### src/rtl/sprite_rom_arbiter.sv
// Purpose : round-robin arbiter that lets NREQ sprite fetchers share one sprite ROM in bursts.
// Latency : gnt is combinational in the grant cycle; first beat address 1 cycle later; rd_valid 1+ROM_LAT after gnt.
// Backpres: none on the read side; requesters hold req/addr/len until gnt (the only handshake).
// Ports   : req/req_addr/req_len/gnt form the request side; rom_address/rom_rden/rom_readdata drive the ROM;
//           rd_valid/rd_id/rd_last/rd_data return words tagged with their owner; busy is high during a burst.
module sprite_rom_arbiter #(
  parameter int NREQ    = 4,
  parameter int AW      = 16,
  parameter int DW      = 24,
  parameter int ROM_LAT = 1
) (
  input  logic                      clk,
  input  logic                      reset,
  input  logic [NREQ-1:0]           req,
  input  logic [NREQ*AW-1:0]        req_addr,
  input  logic [NREQ*4-1:0]         req_len,
  output logic [NREQ-1:0]           gnt,
  output logic [AW-1:0]             rom_address,
  output logic                      rom_rden,
  input  logic [DW-1:0]             rom_readdata,
  output logic                      rd_valid,
  output logic [$clog2(NREQ)-1:0]   rd_id,
  output logic                      rd_last,
  output logic [DW-1:0]             rd_data,
  output logic                      busy
);

  localparam int IDW = $clog2(NREQ);

  typedef enum logic {
    IDLE  = 1'b0,
    BURST = 1'b1
  } state_t;

  state_t           state_q, state_d;
  logic [IDW-1:0]   last_q, last_d;
  logic [IDW-1:0]   owner_q, owner_d;
  logic [AW-1:0]    addr_q, addr_d;
  logic [3:0]       len_q, len_d;
  logic [3:0]       beat_q, beat_d;

  // Issue-side tags delayed ROM_LAT cycles so they line up with rom_readdata.
  logic [ROM_LAT-1:0] pv_q, pv_d;
  logic [ROM_LAT-1:0] pl_q, pl_d;
  logic [IDW-1:0]     pid_q [ROM_LAT];
  logic [IDW-1:0]     pid_d [ROM_LAT];

  logic             arb_vld;
  logic [IDW-1:0]   arb_idx;
  logic [IDW:0]     cand;
  logic             final_beat;
  logic             take;
  logic [NREQ-1:0]  gnt_c;

  // Round-robin search starting just after the last winner. cand is one bit
  // wider than an index so last+k never overflows before the wrap.
  always_comb begin
    arb_vld = 1'b0;
    arb_idx = '0;
    cand    = '0;
    for (int k = 1; k <= NREQ; k++) begin
      cand = {1'b0, last_q} + (IDW+1)'(k);
      if (cand >= (IDW+1)'(NREQ)) begin
        cand = cand - (IDW+1)'(NREQ);
      end
      if (!arb_vld && req[cand[IDW-1:0]]) begin
        arb_vld = 1'b1;
        arb_idx = cand[IDW-1:0];
      end
    end
  end

  assign final_beat = (state_q == BURST) && (beat_q == len_q);
  // Grants only happen when idle or on the last beat, which gives back-to-back bursts.
  assign take       = ((state_q == IDLE) || final_beat) && arb_vld;

  always_comb begin
    state_d = state_q;
    last_d  = last_q;
    owner_d = owner_q;
    addr_d  = addr_q;
    len_d   = len_q;
    beat_d  = beat_q;
    gnt_c   = '0;

    if (state_q == BURST) begin
      if (final_beat) begin
        // addr_q keeps the last issued address so rom_address holds while idle.
        state_d = IDLE;
      end else begin
        addr_d = addr_q + 1'b1;
        beat_d = beat_q + 4'd1;
      end
    end

    if (take) begin
      gnt_c[arb_idx] = 1'b1;
      state_d        = BURST;
      last_d         = arb_idx;
      owner_d        = arb_idx;
      addr_d         = req_addr[arb_idx*AW +: AW];
      len_d          = req_len[arb_idx*4 +: 4];
      beat_d         = 4'd0;
    end
  end

  always_comb begin
    pv_d = pv_q;
    pl_d = pl_q;
    for (int i = 0; i < ROM_LAT; i++) begin
      pid_d[i] = pid_q[i];
    end
    pv_d[0]  = rom_rden;
    pl_d[0]  = final_beat;
    pid_d[0] = owner_q;
    for (int i = 1; i < ROM_LAT; i++) begin
      pv_d[i]  = pv_q[i-1];
      pl_d[i]  = pl_q[i-1];
      pid_d[i] = pid_q[i-1];
    end
  end

  always_ff @(posedge clk or posedge reset) begin
    if (reset) begin
      state_q <= IDLE;
      last_q  <= IDW'(NREQ-1);
      owner_q <= '0;
      addr_q  <= '0;
      len_q   <= '0;
      beat_q  <= '0;
      pv_q    <= '0;
      pl_q    <= '0;
      for (int i = 0; i < ROM_LAT; i++) begin
        pid_q[i] <= '0;
      end
    end else begin
      state_q <= state_d;
      last_q  <= last_d;
      owner_q <= owner_d;
      addr_q  <= addr_d;
      len_q   <= len_d;
      beat_q  <= beat_d;
      pv_q    <= pv_d;
      pl_q    <= pl_d;
      for (int i = 0; i < ROM_LAT; i++) begin
        pid_q[i] <= pid_d[i];
      end
    end
  end

  // gnt is combinational from req, so it is forced low while reset is held.
  assign gnt         = reset ? '0 : gnt_c;
  assign rom_address = addr_q;
  assign rom_rden    = (state_q == BURST);
  assign busy        = (state_q == BURST);
  assign rd_valid    = pv_q[ROM_LAT-1];
  assign rd_last     = pl_q[ROM_LAT-1];
  assign rd_id       = pid_q[ROM_LAT-1];
  assign rd_data     = rom_readdata;

endmodule
### config.mk
export PLATFORM = sky130hd
export DESIGN_NAME = sprite_rom_arbiter
export DESIGN_NICKNAME = d
export VERILOG_FILES = /design/src/rtl/sprite_rom_arbiter.sv
export SDC_FILE = /design/constraint.sdc
export NUM_CORES = 1
export LEC_CHECK = 0
export CAP_MARGIN = 30
export CORE_ASPECT_RATIO = 1.5
export CORE_MARGIN = 1
export CORE_UTILIZATION = 50
export DETAILED_ROUTE_END_ITERATION = 7
export DONT_BUFFER_PORTS = 1
export GPL_ROUTABILITY_DRIVEN = 0
export PLACE_DENSITY_LB_ADDON = 0.05
export REMOVE_ABC_BUFFERS = 1
export SLEW_MARGIN = 20
export SYNTH_ARGS = -nofsm -noshare
export SYNTH_HDL_FRONTEND = slang
export SYNTH_SLANG_ARGS = --single-unit
### constraint.sdc
create_clock -name clk -period 5.09 [get_ports clk]
set_input_delay 1.018 -clock clk [delete_from_list [all_inputs] [get_ports clk]]
set_output_delay 1.018 -clock clk [all_outputs]
set_load 0.1 [all_outputs]
==> flow_summary_export.csv, run 1 <==
group,metric,value,unit
detailed_routing,drc,0,
clocking,path_clk_slew,0.07,ns
floorplan,start_util,0.5246,
global_routing,antenna_found_initial,0,
clocking,cts_tree,"yes",
flow_run,maxCapViolCount,0,
critical_path,r2r_start,"beat_q[1]",
finish,layout_commonest_cell,"mux2i_1",
place,placement.cell_area,0.002520,mm^2
sta,hold_slack,0.3787,ns
floorplan,die_area,0.005424,mm^2
sta,skew,0.006973,ns
floorplan,io_pins,160,
detailed_routing,initialDrtViolationCount,150,
power,peakVddDrop,0.5267,mV
critical_path,reg2regPathDepth,7,
power,total_power,2.345,mW
logic_synthesis,syn_inst,272,
floorplan,fp-row-count,31,
detailed_routing,antenna_left,0,
sta,slew_viol_final,0,
finish,layout_common_cells,"mux2i_1 (41), dfrtp_1 (30), a21oi_1 (21), nor2_1 (20), mux2_2 (16)",
place,io_buffers,0,
clocking,clock-sinks,33,
floorplan,die_h,89.70,um
power,p_per_area,856.9,mW/mm^2
critical_path,arrival,3.00,ns
global_routing,overflow,0,
clocking,htree_levels,2,
sta,max_freq,0.2486,GHz
floorplan,die_x,60.47,um
clocking,cts.path.max_buffers,2,
clocking,post_cts.repair.setup_buffers,0,
sta,setup_viol,0,
critical_path,crit_fanout,18,
clocking,numCtsBuffers,5,
logic_synthesis,synth_area,0.002564,mm^2
clocking,clkLatencyLatePin,0.28,ns
sta,timing.final.crit_share,0.7903,
critical_path,crit_path_start,"beat_q[1]",
critical_path,crit_type,"flop to primary output",
logic_synthesis,ys_seq_area_frac,0.3231,
sta,relSlewSlack,0.3107,
critical_path,r2r_end,"rom_address[13]",
global_routing,grt_pass1_vias,2003,
finish,final_cells,321,
min_path,min_path_type,"flop to flop",
logic_synthesis,synth-edff-count,0,
detailed_routing,dr_total_vias,2005,
critical_path,worstPathCellList,"xor2_1, o41a_1, nor2_4, nand3_1, nor4_2, clkbuf_16",
place,hpwl,5103,um
outcome,outcome,"finished clean",
logic_synthesis,synth-main-ff-cell,"dfrtp_1",
critical_path,cpMaxStageDelayCell,"o41a_1",
finish,utilization,0.5599,
critical_path,cpPeakStageDelay,0.74,ns
logic_synthesis,yosysWarnings,0,
place,post-place-cells,308,
finish,final_net_count,366,
finish,fin_area,0.002736,mm^2
clocking,root_buffer,"clkbuf_8",
clocking,cts_resized,0,
sta,fin_tns_setup,0,ns
logic_synthesis,syn_avg_cell_area,9.425,um^2
detailed_routing,wl,6678,um
min_path,whs_path_depth,0,
finish,drive_gt1_frac,0.1961,
logic_synthesis,ys_async_sr_fraction,1.000,
place,place_ws,1.243,ns
sta,layout_setup_ws,1.067,ns
global_routing,grt_max_degree,35,
critical_path,startpoint_type,"flop",
global_routing,grt_pass1_wl,10340,um
critical_path,required,4.07,ns
sta,finalHoldViolations,0,
sta,max_slew.worst_pin.slew,1.034,ns
clocking,hold_buffers,0,
sta,period_needed,4.023,ns
floorplan,core,0.004887,mm^2
critical_path,crit_path_end,"gnt[2]",
sta,rsz0062_at_grt,"false",
detailed_routing,drtPass1Iterations,4,
power,leakagePower,1.179,nW
critical_path,reg2reg_slack,2.04,ns
detailed_routing,detail_route.wl_per_cell,20.80,um
finish,n_fill_cell,471,
finish,syn2layout_area_growth,6.735,%
finish,antenna_cells,0,
critical_path,setup.worst_path.end_class,"primary output",
logic_synthesis,synthDistinctLibCells,45,
detailed_routing,viasPerCell,6.246,
global_routing,globalRouteTotalUtil,0.2574,
logic_synthesis,ys_ff_latch,33,
-- critical path, delay by kind of cell (launching register included) --
family / cells / cell delay, ns
buffers and inverters: 1 / 0.28
XOR/XNOR: 1 / 0.22
AND/OR/NAND/NOR: 3 / 1.05
flip-flops: 1 / 0.44
AO/OA/AOI/OAI: 1 / 0.74
-- sequential cells by signal, summed over array words and instances, names as in the netlist --
register     cells
rd_valid         1
rd_id            2
busy             1
owner_q          2
len_q            4
beat_q           4
last_q           2
rd_last          1
rom_address     16
-- synth_stat cells (all sizes together), types with 4 or more instances --
| library cell | count | area share |
|---|---|---|
| nand4 | 6 | 0.015 |
| a21oi | 22 | 0.043 |
| o22ai | 6 | 0.015 |
| nor4 | 4 | 0.0098 |
| buf | 36 | 0.10 |
| nor2 | 22 | 0.035 |
| o21ai | 14 | 0.027 |
| nand2 | 13 | 0.019 |
| dfrtp | 31 | 0.30 |
| mux2i | 41 | 0.16 |
| nand3 | 8 | 0.016 |
| mux2 | 16 | 0.070 |
| xor2 | 4 | 0.014 |
| and3 | 6 | 0.015 |
-- routing by layer --
metal  global-route usage  up-vias  part of all wire
met5              0.07692        -            0.0085
met4              0.07197        2             0.010
met3               0.1640        9              0.15
met2               0.4167      104              0.51
met1               0.2622      946              0.33
li1                     -      944                 -
-- worst min-delay path by stage --
stage               start        to  slack [ns]
3_5_place_dp   owner_q[0]  rd_id[0]        0.37
4_1_cts        owner_q[0]  rd_id[0]        0.39
6_report       owner_q[0]  rd_id[0]        0.38
3_3_place_gp   owner_q[1]  rd_id[1]        0.37
2_1_floorplan  owner_q[1]  rd_id[1]        0.35
5_1_grt        owner_q[0]  rd_id[0]        0.39
-- layout make-up --
type | instances | area, um^2 | share of cell area
clock buffer | 5 | 68.82 | 0.02515
clock inverter | 3 | 65.06 | 0.02378
inverter | 3 | 11.26 | 0.004115
multi-input combinational | 197 | 1476 | 0.5396
sequential | 33 | 829.5 | 0.3032
tap | 66 | 82.58 | 0.03018
timing repair buffer | 14 | 202.7 | 0.07407
-- power by group --
group / total (mW) / internal [mW] / switching [mW]
combinational: 1.05 / 0.466 / 0.586
sequential: 1.00 / 0.385 / 0.615
clock: 0.293 / 0.195 / 0.0984
total: 2.34 / 1.05 / 1.30
-- kinds of logic after synthesis --
| family | share of synthesized area |
|---|---|
| muxes | 0.2304 |
| xor gates and xnor gates | 0.01366 |
| AOI/OAI and AO/OA | 0.1635 |
| DFF | 0.3231 |
| adders and majority gates | 0.009759 |
| and+or+nand+nor | 0.1459 |
| buffers and inverters | 0.1137 |
Note: power is estimated with default switching activity, not from simulation.
==> run 2: changes to the inputs <==
- clock period: 5.09 -> 4 ns (I/O delays scaled with it)
==> flow_summary_export.csv, run 2 (synthesized netlist as in run 1, its figures left out) <==
group,metric,value,unit
critical_path,r2r_start,"rom_address[1]",
finish,fin_area,0.002759,mm^2
min_path,hold_start,"owner_q[1]",
flow_run,maxCapViolCount,0,
sta,rsz0062_at_grt,"false",
clocking,cts.path.max_buffers,2,
critical_path,setup.worst_path.end_class,"primary output",
global_routing,antenna_found_initial,0,
global_routing,overflow,0,
sta,max_freq,0.2957,GHz
outcome,outcome,"finished clean",
power,peakVddDrop,0.5132,mV
detailed_routing,dr_total_vias,2092,
detailed_routing,antenna_left,0,
floorplan,die_x,60.47,um
clocking,clock-sinks,33,
finish,antenna_cells,0,
critical_path,crit_fanout,24,
detailed_routing,viasPerCell,6.339,
place,hpwl,5392,um
critical_path,reg2regPathDepth,6,
clocking,cts_tree,"yes",
place,io_buffers,0,
sta,slew_viol_final,0,
global_routing,grt_pass1_vias,2116,
floorplan,die_h,89.70,um
detailed_routing,initialDrtViolationCount,66,
min_path,whs_path_depth,0,
clocking,numCtsBuffers,5,
global_routing,grt_max_degree,34,
critical_path,r2r_end,"rom_address[14]",
sta,timing.final.crit_share,0.8455,
global_routing,globalRouteTotalUtil,0.2641,
sta,fin_tns_setup,0,ns
sta,finalHoldViolations,0,
min_path,min_path_type,"flop to flop",
sta,max_slew.worst_pin.slew,1.018,ns
power,total_power,3.002,mW
clocking,hold_buffers,0,
clocking,htree_levels,2,
finish,syn2layout_area_growth,7.614,%
critical_path,startpoint_type,"flop",
finish,final_net_count,375,
finish,layout_common_cells,"mux2i_1 (41), dfrtp_1 (30), a21oi_1 (21), nor2_1 (20), buf_4 (20)",
finish,layout_commonest_cell,"mux2i_1",
finish,drive_gt1_frac,0.2235,
place,placement.cell_area,0.002625,mm^2
power,leakagePower,1.204,nW
floorplan,io_pins,160,
clocking,cts_resized,0,
global_routing,grt_pass1_wl,10660,um
critical_path,required,3.20,ns
sta,relSlewSlack,0.3216,
sta,setup_viol,0,
sta,skew,0.006592,ns
critical_path,reg2reg_slack,1.27,ns
detailed_routing,drc,0,
critical_path,arrival,2.58,ns
floorplan,start_util,0.5246,
floorplan,die_area,0.005424,mm^2
clocking,post_cts.repair.setup_buffers,0,
finish,largest_reg_flops,16,
floorplan,fp-row-count,31,
min_path,min_to,"rd_id[1]",
sta,period_needed,3.382,ns
floorplan,core,0.004887,mm^2
critical_path,crit_type,"flop to primary output",
detailed_routing,drtPass1Iterations,4,
detailed_routing,detail_route.wl_per_cell,20.87,um
clocking,clkLatencyLatePin,0.29,ns
clocking,root_buffer,"clkbuf_8",
clocking,path_clk_slew,0.08,ns
power,p_per_area,1088,mW/mm^2
detailed_routing,wl,6888,um
[run 2: cell count changes in the layout (fill, tap and decap cells not counted)]
cell | before | now
buf_16 | 2 | 0
buf_4 | 6 | 20
buf_6 | 2 | 0
clkbuf_2 | 1 | 0
[run 2: area by class of cell]
class,instances,area [um^2]
Fill cell,491,2128
Multi-Input combinational cell,197,1476
Sequential cell,33,829.5
Timing Repair Buffer,23,225.2
Tap cell,66,82.58
Clock buffer,5,68.82
Clock inverter,3,65.06
Inverter,3,11.26
[run 2: per-layer routing]
| layer | vias to the layer above | wire [um] | track usage |
|---|---|---|---|
| met5 | - | 56 | 0.07692 |
| met4 | 2 | 106 | 0.08144 |
| met3 | 12 | 948 | 0.1583 |
| met2 | 106 | 3585 | 0.4341 |
| met1 | 1011 | 2192 | 0.2655 |
| li1 | 961 | - | - |
[run 2: power breakdown]
part           total (mW)  switching (mW)  internal, mW
registers           0.971           0.476         0.496
clock network       0.377           0.129         0.248
logic                1.65            1.06         0.594
[run 2: stage by stage]
step	utilization	hold WS, ns	instances	worst slack, ns
after global routing	0.5645	0.4002	330	0.5070
after CTS	0.5645	0.3934	330	0.6018
final	0.5645	0.3891	330	0.6182
after global placement	0.5371	0.3715	322	0.9753
after floorplan	-	0.3540	233	-3.874
after detailed placement	0.5371	0.3703	322	0.9310
[run 2: how the worst max path moves through the flow]
stage | slack [ns] | end | depth (start not counted) | start
2_1_floorplan | -3.87 | gnt[2] | 5 | req[3]
3_3_place_gp | 0.98 | gnt[2] | 6 | beat_q[1]
3_5_place_dp | 0.93 | gnt[1] | 7 | beat_q[1]
4_1_cts | 0.60 | gnt[1] | 7 | beat_q[1]
5_1_grt | 0.51 | gnt[2] | 6 | beat_q[0]
6_report | 0.62 | gnt[1] | 7 | beat_q[1]
[run 2: critical path, stage by stage (launching register included)]
cell       delay (ns)
dfrtp_1          0.44
xor2_1           0.21
o41ai_4          0.37
buf_4            0.31
nand2_1          0.13
buf_4            0.22
nor4_2           0.33
clkbuf_16        0.27
==> run 3: changes to the inputs <==
- ABC_AREA: default -> 1
- clock period: 4 -> 3.08 ns (I/O delays scaled with it)
==> flow_summary_export.csv, run 3 <==
group,metric,value,unit
outcome,outcome,"finished clean",
sta,fin_tns_setup,0,ns
detailed_routing,drc,0,
logic_synthesis,ys_ff_latch,33,
logic_synthesis,yosysTopAreaCell,"dfrtp_1",
detailed_routing,antenna_left,0,
critical_path,reg2reg_slack,0.60,ns
detailed_routing,wl,7784,um
logic_synthesis,synth_common_cells,"nand2_1 (195), nand3_1 (39), nor2_1 (33)",
critical_path,crit_fanout,9,
clocking,clkLatencyLatePin,0.28,ns
sta,rsz0062_at_grt,"true",
detailed_routing,initialDrtViolationCount,117,
logic_synthesis,synthTopCellsByArea,"dfrtp_1 (27%), nand2_1 (26%), nand3_1 (6.9%), buf_4 (6.9%), nor2_1 (4.4%)",
logic_synthesis,yosysMostFrequentCell,"nand2_1",
global_routing,globalRouteTotalUtil,0.2696,
floorplan,fp-row-count,33,
critical_path,reg2regPathDepth,10,
sta,max_slew.worst_pin.slew,0.9567,ns
detailed_routing,viasPerCell,5.367,
clocking,cts.path.max_buffers,2,
detailed_routing,dr_total_vias,2791,
min_path,min_path_type,"flop to flop",
sta,timing.final.crit_share,0.9492,
flow_run,maxCapViolCount,0,
sta,setup_viol,0,
clocking,hold_buffers,0,
floorplan,die_x,63.39,um
logic_synthesis,ys_seq_area_frac,0.2931,
logic_synthesis,synth-edff-count,0,
finish,multi_input_area,0.001632,mm^2
logic_synthesis,syn_inst,447,
logic_synthesis,yosysWarnings,0,
place,placement.cell_area,0.002940,mm^2
finish,seqCellArea,829.5,um^2
floorplan,start_util,0.5186,
clocking,clock-sinks,33,
critical_path,arrival,2.31,ns
detailed_routing,drtPass1Iterations,4,
logic_synthesis,ys_async_sr_fraction,1.000,
logic_synthesis,syn_avg_cell_area,6.323,um^2
critical_path,r2r_start,"beat_q[1]",
finish,fin_area,0.003067,mm^2
finish,final_net_count,561,
place,io_buffers,0,
global_routing,antenna_found_initial,0,
floorplan,core,0.005450,mm^2
clocking,numCtsBuffers,5,
sta,relSlewSlack,0.3622,
sta,max_freq,0.3421,GHz
sta,skew,0.003902,ns
finish,syn2layout_area_growth,8.499,%
logic_synthesis,yosysTopAreaCellShare,0.2745,
global_routing,grt_pass1_wl,12390,um
global_routing,overflow,0,
sta,finalHoldViolations,0,
finish,layout_commonest_cell,"nand2_1",
global_routing,grt_pass1_vias,2639,
finish,largest_reg_flops,16,
critical_path,setup.worst_path.end_class,"primary output",
floorplan,die_h,94.09,um
floorplan,io_pins,160,
clocking,path_clk_slew,0.07,ns
detailed_routing,detail_route.wl_per_cell,14.97,um
place,hpwl,6033,um
finish,drive_gt1_frac,0.1667,
critical_path,r2r_end,"rom_address[13]",
min_path,hold_start,"owner_q[0]",
logic_synthesis,synthDistinctLibCells,34,
min_path,whs_path_depth,0,
global_routing,grt_max_degree,34,
place,place_ws,0.3238,ns
finish,utilization,0.5627,
min_path,min_to,"rd_id[0]",
logic_synthesis,synth_area,0.002826,mm^2
critical_path,required,2.46,ns
critical_path,startpoint_type,"flop",
finish,n_fill_cell,592,
finish,layout_common_cells,"nand2_1 (194), nand3_1 (39), nor2_1 (32), buf_4 (31), dfrtp_1 (30)",
critical_path,crit_type,"flop to primary output",
clocking,cts_tree,"yes",
clocking,htree_levels,2,
finish,antenna_cells,0,
floorplan,die_area,0.005964,mm^2
clocking,root_buffer,"clkbuf_8",
logic_synthesis,synth-main-ff-cell,"dfrtp_1",
sta,slew_viol_final,0,
sta,layout_setup_ws,0.1566,ns
sta,period_needed,2.923,ns
==> run 3: through the flow <==
stage               cells  hold slack [ns]
floorplan             407           0.3540
global placement      508           0.3641
detailed placement    508           0.3689
CTS                   516           0.3858
global route          520           0.4018
finish                520           0.3845
==> run 3: area by class of cell <==
cell class	instances	area share
clock inverter	2	0.003264
multi-input combinational	346	0.5320
inverter	28	0.03427
tap	70	0.02856
timing repair buffer	35	0.1077
clock buffer	6	0.02366
sequential	33	0.2705
==> run 3: timing repair <==
action	4_1_cts	5_1_grt
setup endpoints to repair	0	4
gates resized for setup	0	4
setup buffers	0	4
==> run 3: per-layer routing <==
metal,up-vias,part of all wire,GRT usage
met5,-,0,0.06731
met4,0,0.022,0.1023
met3,18,0.098,0.09951
met2,157,0.47,0.4335
met1,1235,0.41,0.3185
li1,1381,-,-
==> run 3: cells by family after synthesis <==
kind of cell / Yosys count / synth area share
buffers and inverters: 68 / 0.1408
AOI/OAI and AO/OA: 33 / 0.06596
and+or+nand+nor: 297 / 0.4480
adders and majority gates: 2 / 0.008852
DFF: 33 / 0.2930
xor gates and xnor gates: 14 / 0.04338
==> run 3: worst max path at each step <==
stage                     startpoint      to  slack [ns]  cells past startpoint
after global routing       last_q[0]  gnt[3]       -0.01                     11
after floorplan                 busy  gnt[0]       -2.08                      5
after detailed placement   last_q[1]  gnt[3]        0.32                     11
after CTS                  last_q[1]  gnt[3]       0.004                     11
final                      last_q[0]  gnt[3]        0.16                     11
after global placement     last_q[0]  gnt[3]        0.35                     11
==> run 3: worst max-delay path, stage by stage (launching register included) <==
cell and delay, ns:
dfstp_2 0.60, inv_2 0.11, nand2_2 0.08, nand2_1 0.07
nand2_1 0.08, nand2_1 0.09, nor2_4 0.13, nand4_1 0.16
nand2_4 0.20, inv_2 0.06, nor3_2 0.20, clkbuf_16 0.24
Power of run 3 is left out: the tool's default activity adds up to more than one toggle a clock period on the data nets, which glitch-free logic cannot reach.
